File: src/rtl/mem_arb_pkg.sv
// ============================================================================
// mem_arb_pkg : state encoding and port IDs for the shared-memory arbiter
// Rev 1.0
// ============================================================================
`default_nettype none

package mem_arb_pkg;

  typedef enum logic [1:0] {
    IDLE  = 2'd0,
    ISSUE = 2'd1,
    WAIT  = 2'd2,
    DONE  = 2'd3
  } state_e;

  localparam logic PORT_CPU = 1'b0;
  localparam logic PORT_AUX = 1'b1;

endpackage

`default_nettype wire

File: src/rtl/arb_pick.sv
// ============================================================================
// arb_pick : combinational two-way winner selection (MEM_ARB_RR_EN = round-robin)
// Rev 1.0
// ============================================================================
`default_nettype none

module arb_pick
  import mem_arb_pkg::*;
(
  input  logic [1:0] req_i,
  input  logic       last_owner_i,
  output logic       grant_o
);

`ifdef MEM_ARB_RR_EN
  // On contention the port that did not win last time goes next.
  always_comb begin
    grant_o = req_i[0] ? PORT_CPU : PORT_AUX;
    if (req_i == 2'b11) begin
      grant_o = ~last_owner_i;
    end
  end
`else
  logic unused_last_owner;
  assign unused_last_owner = last_owner_i;

  always_comb begin
    grant_o = req_i[0] ? PORT_CPU : PORT_AUX;
  end
`endif

endmodule

`default_nettype wire

File: src/rtl/mem_arbiter.sv
// ============================================================================
// mem_arbiter : two-port arbiter/sequencer for a fixed-latency shared memory
// Build option MEM_ARB_RR_EN selects round-robin instead of fixed priority.
// Rev 1.0
// ============================================================================
`default_nettype none

module mem_arbiter
  import mem_arb_pkg::*;
#(
  parameter int AW      = 32,
  parameter int DW      = 32,
  parameter int MEM_LAT = 1
) (
  input  logic            clk,
  input  logic            rst,

  input  logic            m0_req,
  input  logic            m0_we,
  input  logic [AW-1:0]   m0_addr,
  input  logic [DW-1:0]   m0_wdata,
  input  logic [DW/8-1:0] m0_be,
  output logic [DW-1:0]   m0_rdata,
  output logic            m0_ack,

  input  logic            m1_req,
  input  logic            m1_we,
  input  logic [AW-1:0]   m1_addr,
  input  logic [DW-1:0]   m1_wdata,
  input  logic [DW/8-1:0] m1_be,
  output logic [DW-1:0]   m1_rdata,
  output logic            m1_ack,

  output logic            mem_en,
  output logic            mem_we,
  output logic [AW-1:0]   mem_addr,
  output logic [DW-1:0]   mem_wdata,
  output logic [DW/8-1:0] mem_be,
  input  logic [DW-1:0]   mem_rdata,

  output logic            busy,
  output logic            owner
);

  localparam int            CW       = $clog2(MEM_LAT + 1);
  localparam logic [CW-1:0] CNT_INIT = CW'(MEM_LAT - 1);

  state_e            state_q;
  logic              owner_q;
  logic              owner_d;
  logic [CW-1:0]     cnt_q;
  logic              mem_en_q;
  logic              mem_we_q;
  logic [AW-1:0]     mem_addr_q;
  logic [DW-1:0]     mem_wdata_q;
  logic [DW/8-1:0]   mem_be_q;
  logic [1:0]        ack_q;
  logic [DW-1:0]     rdata0_q;
  logic [DW-1:0]     rdata1_q;

  arb_pick u_pick (
    .req_i        ({m1_req, m0_req}),
    .last_owner_i (owner_q),
    .grant_o      (owner_d)
  );

  always_ff @(posedge clk or posedge rst) begin
    if (rst) begin
      state_q     <= IDLE;
      owner_q     <= PORT_AUX;
      cnt_q       <= '0;
      mem_en_q    <= 1'b0;
      mem_we_q    <= 1'b0;
      mem_addr_q  <= '0;
      mem_wdata_q <= '0;
      mem_be_q    <= '0;
      ack_q       <= '0;
      rdata0_q    <= '0;
      rdata1_q    <= '0;
    end else begin
      mem_en_q <= 1'b0;
      ack_q    <= '0;
      case (state_q)
        IDLE: begin
          // Request fields are captured only here; later input changes are ignored.
          if (m0_req || m1_req) begin
            owner_q     <= owner_d;
            mem_we_q    <= (owner_d == PORT_AUX) ? m1_we    : m0_we;
            mem_addr_q  <= (owner_d == PORT_AUX) ? m1_addr  : m0_addr;
            mem_wdata_q <= (owner_d == PORT_AUX) ? m1_wdata : m0_wdata;
            mem_be_q    <= (owner_d == PORT_AUX) ? m1_be    : m0_be;
            mem_en_q    <= 1'b1;
            state_q     <= ISSUE;
          end
        end
        ISSUE: begin
          cnt_q   <= CNT_INIT;
          state_q <= WAIT;
        end
        WAIT: begin
          if (cnt_q != '0) begin
            cnt_q <= cnt_q - 1'b1;
          end else begin
            if (!mem_we_q) begin
              if (owner_q == PORT_AUX) begin
                rdata1_q <= mem_rdata;
              end else begin
                rdata0_q <= mem_rdata;
              end
            end
            ack_q[owner_q] <= 1'b1;
            state_q        <= DONE;
          end
        end
        DONE: begin
          state_q <= IDLE;
        end
        default: begin
          state_q <= IDLE;
        end
      endcase
    end
  end

  assign m0_ack    = ack_q[0];
  assign m1_ack    = ack_q[1];
  assign m0_rdata  = rdata0_q;
  assign m1_rdata  = rdata1_q;
  assign mem_en    = mem_en_q;
  assign mem_we    = mem_we_q;
  assign mem_addr  = mem_addr_q;
  assign mem_wdata = mem_wdata_q;
  assign mem_be    = mem_be_q;
  assign busy      = (state_q != IDLE);
  assign owner     = owner_q;

endmodule

`default_nettype wire
File: config.mk
export PLATFORM = sky130hd
export DESIGN_NAME = mem_arbiter
export DESIGN_NICKNAME = d
export VERILOG_FILES = /design/src/rtl/mem_arb_pkg.sv /design/src/rtl/arb_pick.sv /design/src/rtl/mem_arbiter.sv
export SDC_FILE = /design/constraint.sdc
export NUM_CORES = 1
export LEC_CHECK = 0
export ABC_AREA = 1
export BUFFER_PORTS_ARGS = -buffer_cell sky130_fd_sc_hd__buf_2
export CELL_PAD_IN_SITES_DETAIL_PLACEMENT = 1
export CELL_PAD_IN_SITES_GLOBAL_PLACEMENT = 1
export CORE_MARGIN = 2
export CORE_UTILIZATION = 34
export DETAILED_ROUTE_END_ITERATION = 10
export GPL_TIMING_DRIVEN = 0
export PLACE_DENSITY = 0.85
export SLEW_MARGIN = 20
export SYNTH_ARGS = -nofsm -noshare
export SYNTH_HDL_FRONTEND = slang
export SYNTH_HIERARCHICAL = 1
export SYNTH_SLANG_ARGS = --single-unit
File: constraint.sdc
create_clock -name clk -period 8.7 [get_ports clk]
set_clock_uncertainty 0.2 [all_clocks]
set_input_delay 0.435 -clock clk [delete_from_list [all_inputs] [get_ports clk]]
set_output_delay 0.435 -clock clk [all_outputs]
set_load 0.1 [all_outputs]
# After elaboration in Yosys (flattened, before gate mapping)
# Index checks and enable logic that the tools add are counted.
totals:
  inputBits: 174
  register_bits: 140
  output_inout_bits: 138
  elab_cells: 47
classes:
  eq_ne: 5
  n_addsub: 1
  n_bitwise: 3
  n_lt_le_gt_ge: 2
  reduce_logical: 9
  mux: 16
ops:
  columns: ["operator", "count"]
  rows:
  - ["32-bit two-way mux", 2]
  - ["2-bit two-way mux", 4]
  - ["2-bit one-hot mux with 4 select lines", 1]
  - ["4-bit AND reduction", 2]
  - ["1-bit two-way mux", 6]
  - ["2-bit equality test (second input constant)", 2]
  - ["4-bit two-way mux", 1]
  - ["2-bit inequality test (second input constant)", 2]
  - ["2-bit AND reduction", 2]
  - ["2-bit nonzero test", 2]
  - ["1-bit NOT", 3]
  - ["2-bit by 1-bit equality test with 1-bit output (second input constant)", 1]
  - ["2-bit zero test", 1]
  - ["1-bit by 2-bit less-than comparator with 1-bit output (second input constant)", 1]
  - ["1-bit one-hot mux with 2 select lines", 1]
  - ["1-bit demux with 1-bit select", 1]
  - ["1-bit greater-or-equal comparator (second input constant)", 1]
  - ["1-bit logical AND", 1]
  - ["1-bit logical OR", 1]
  - ["1-bit subtractor (second input constant)", 1]

# Logic depth before layout (Yosys ltp)
logic_depth:
  depth_word: 6
  ltp_mapped: 9
  depth_no_buf: 7

# Hierarchy
# Netlist, hierarchy kept.
by_module_without_submodules:
  columns: ["module", "cells_per_inst", "instances", "area_per_inst_um2", "seq_area_each_um2"]
  rows:
  - ["mem_arbiter", 825, 1, 6257.3, 3479.6]
  - ["arb_pick", 1, 1, 3.8, 0.0]

# Worst setup path after synthesis
# Ideal clock, no wire load.
synth_path:
  path_type: "reg-to-reg"
  startpoint: "register mem_we_q (netlist: mem_we)"
  endpoint: "register rdata0_q[0] (netlist: m0_rdata[0])"
  arrival_ns: 1.663
  path_buffers: 1
  slack_ns: 6.770
  synth_period_minus_slack_ns: 1.930
  stages_incl_launch_ff: 6
  required_time_ns: 8.433
  setup_time_ns: 0.067
  cell_sequence: "dfrtp_1 -> inv_1 -> nand3b_1 -> clkbuf_1 -> nand2_1 -> nand2_1"
synth_between:
  elab_chain_len: 2
synth_rtl:
  columns: ["item", "line", "source"]
  rows:
  - ["start: declaration", "mem_arbiter.sv:53", "logic mem_we_q;"]
  - ["start signal: assignment", "mem_arbiter.sv:88", "mem_we_q <= (owner_d == PORT_AUX) ? m1_we : m0_we;"]
  - ["1-bit NOT (no source line)", null, null]
  - ["4-bit AND reduction (no source line)", null, null]
  - ["end signal: assignment", "mem_arbiter.sv:108", "rdata0_q <= mem_rdata;"]
  - ["end: declaration", "mem_arbiter.sv:58", "logic [DW-1:0] rdata0_q;"]
# Every way passes these cells.
# A chain may end at the register's enable or synchronous reset.

# Worst setup path in the final report
layout_path:
  startpoint: "register state_q[0]"
  endpoint: "output busy"
layout_between:
  elab_chain_len: 1
layout_rtl:
  columns: ["item", "line", "source"]
  rows:
  - ["start: declaration", "mem_arbiter.sv:48", "state_e state_q;"]
  - ["start signal: assignment", "mem_arbiter.sv:69", "state_q <= IDLE;"]
  - ["start signal: assignment", "mem_arbiter.sv:93", "state_q <= ISSUE;"]
  - ["start signal: assignment", "mem_arbiter.sv:98", "state_q <= WAIT;"]
  - ["2-bit nonzero test", "mem_arbiter.sv:134", "assign busy = (state_q != IDLE);"]
  - ["end: declaration", "mem_arbiter.sv:41", "output logic busy,"]
# Every way passes these cells.

==> flow_summary.yaml <==
floorplanning:
  rows: 49
  start_util_pct: 34.7
  pin_count: 312
  coreArea_mm2: 0.0180
  die_x_um: 140
  die_area_mm2: 0.0195
  chipHeight_um: 140
worst_setup_path:
  reg2reg_from: "state_q[0]"
  r2r-end: "mem_addr[21]"
  cp-start-kind: "register"
  required_ps: 8070
  path_class: "register to output port"
  critPathLaunch: "state_q[0]"
  reg2reg_slack_ps: 6860
  crit_end: "busy"
  crit_arrival_ps: 1710
  path_max_fanout: 6
  ff2ff_path_depth: 6
  crit_path_end_kind: "output port"
timing:
  period_share_pct: 27.0
  rsz0062_at_grt: "false"
  setup_tns_ps: 0
  max-slew-margin-rel_pct: 59.7
  fmax_ghz: 0.426
  hold_ws_ps: 64.4
  fin_crit_ps: 2350
  tightest_slew_ps: 601
  hold_viol: 0
  setup_viol: 0
  drv_slew: 0
drt:
  vias: 6587
  first_pass_iters: 4
  ant_nets: 0
  initialDrtViolationCount: 223
  route.detailed.wl_per_inst_um: 15.8
  drc: 0
  post_drt_via_cell_ratio: 4.70
  wl_um: 22200
min_path:
  hold_class: "input pin to register"
clock_network:
  cts_tree: "built"
  insertion_delay_ps: 420
  cts.clk_slew.worst_paths_ps: 60
  cts.sinks: 139
  htreeDepth: 4
  cts-root-buf: "clkbuf_16"
  numCtsBuffers: 17
  cts_setup_buffers: 0
  cts_buffer_depth: 2
final_layout:
  final_layout_size_suffix_gt1_share_pct: 33.5
  final_nets: 1335
  final_util_pct: 48.6
  area_growth_pct: 40.0
  layout_common_cells: "nand2_1, buf_2, dfrtp_1"
  final_common_cell: "nand2_1"
yosys:
  synth-xor-area-share_pct: 0
  seq_area_frac_synth_pct: 55.6
  netlist_instances: 826
  synth_fa_ha_area_share_pct: 0.600
  synth_compound_area_share_pct: 0.0799
  ys_ff_latch: 139
  syn_avg_cell_area_um2: 7.58
  synth_top_family_by_area: "simple AND/OR/NAND/NOR gates"
  ys_types: 15
  syn_nets: 1003
  yosys.area_share.simple_pct: 39.2
  yosysWarnings: 6
  synth_area_mm2: 0.00626
  muxShareOfSynthArea_pct: 0
grt:
  track_usage_pct: 23.0
  grt_pass1_wl_um: 35700
  grt_pass1_vias: 6883
  grt-ovfl-total: 0
  antenna_found_initial: 1
  grt_max_degree: 74
place:
  portBuffers: 311
  gp_congestion: 0.780
  hpwl_um: 17000
status:
  status: "complete, no violations"
run:
  drv_cap: 0
cell type report:
cell class                 instances  area (um^2)
tap                              229          287
fill                            2376         9260
sequential                       139         3480
timing repair buffer             313         1590
clock buffer                      17          425
clock inverter                    15          189
buffer                            48          244
multi-input combinational        628         2500
antenna                            1         2.50
inverter                          11         48.8
metrics by stage:
step	area, um^2	cells	setup slack (ps)
2_1_floorplan	6260	826	4340
3_3_place_gp	8100	1366	2550
3_5_place_dp	8140	1367	6720
4_1_cts	8760	1400	6300
5_1_grt	8770	1401	6240
6_report	8770	1401	6350
worst min path at each step:
stage | start | to | slack [ps] | depth (start not counted)
2_1_floorplan | state_q[0] | state_q[0] | 280 | 2
3_3_place_gp | m1_rdata[26] | m1_rdata[26] | 250 | 2
3_5_place_dp | m1_rdata[27] | m1_rdata[27] | 250 | 2
4_1_cts | mem_rdata[4] | m0_rdata[4] | 40 | 3
5_1_grt | mem_rdata[9] | m0_rdata[9] | 50 | 3
6_report | mem_rdata[4] | m1_rdata[4] | 60 | 3
synth_stat cells:
cell,n,area (um^2)
ha_1,3,37.5
buf_2,33,165
dfstp_2,1,26.3
buf_4,6,45.0
inv_1,8,30.0
clkbuf_1,9,33.8
nor2_8,1,20.0
inv_2,3,11.3
nor2_2,2,12.5
or2_2,1,6.26
nand2_1,552,2070
nand3_1,67,335
dfrtp_1,138,3450
nand3b_1,1,7.51
o21ai_1,1,5.00
state kept, by name, summed over array words and instances, names as in the netlist, 2 cells and up:
signal / flops
m0_rdata: 32
m1_rdata: 32
mem_addr: 32
mem_wdata: 32
mem_be: 4
ack_q: 2
state_q: 2
worst max-delay path: stages, from the launching register on:
cell	delay, ps
dfrtp_1	350
inv_1	70
ha_1	280
inv_2	130
buf_2	460
routing by layer:
layer	up-vias	global-route usage, %	part of all wire [%]
li1	3187	-	-
met1	3118	25.8	39
met2	246	40.9	50
met3	36	7.12	8.0
met4	0	8.84	2.7
met5	-	0	0
what timing repair did:
item,CTS,global route
hold endpoints to repair,66,0
resized for setup,0,0
hold buffers,1,0
cell families after synthesis:
logic type,count (synthesis)
buffers and inverters,59
AND/OR/NAND/NOR,624
adder cells (fa/ha/maj),3
flip-flops,139
AO/OA/AOI/OAI,1
Power is left out: the tool's default activity adds up to more than one toggle a clock period on the data nets, which glitch-free logic cannot reach.
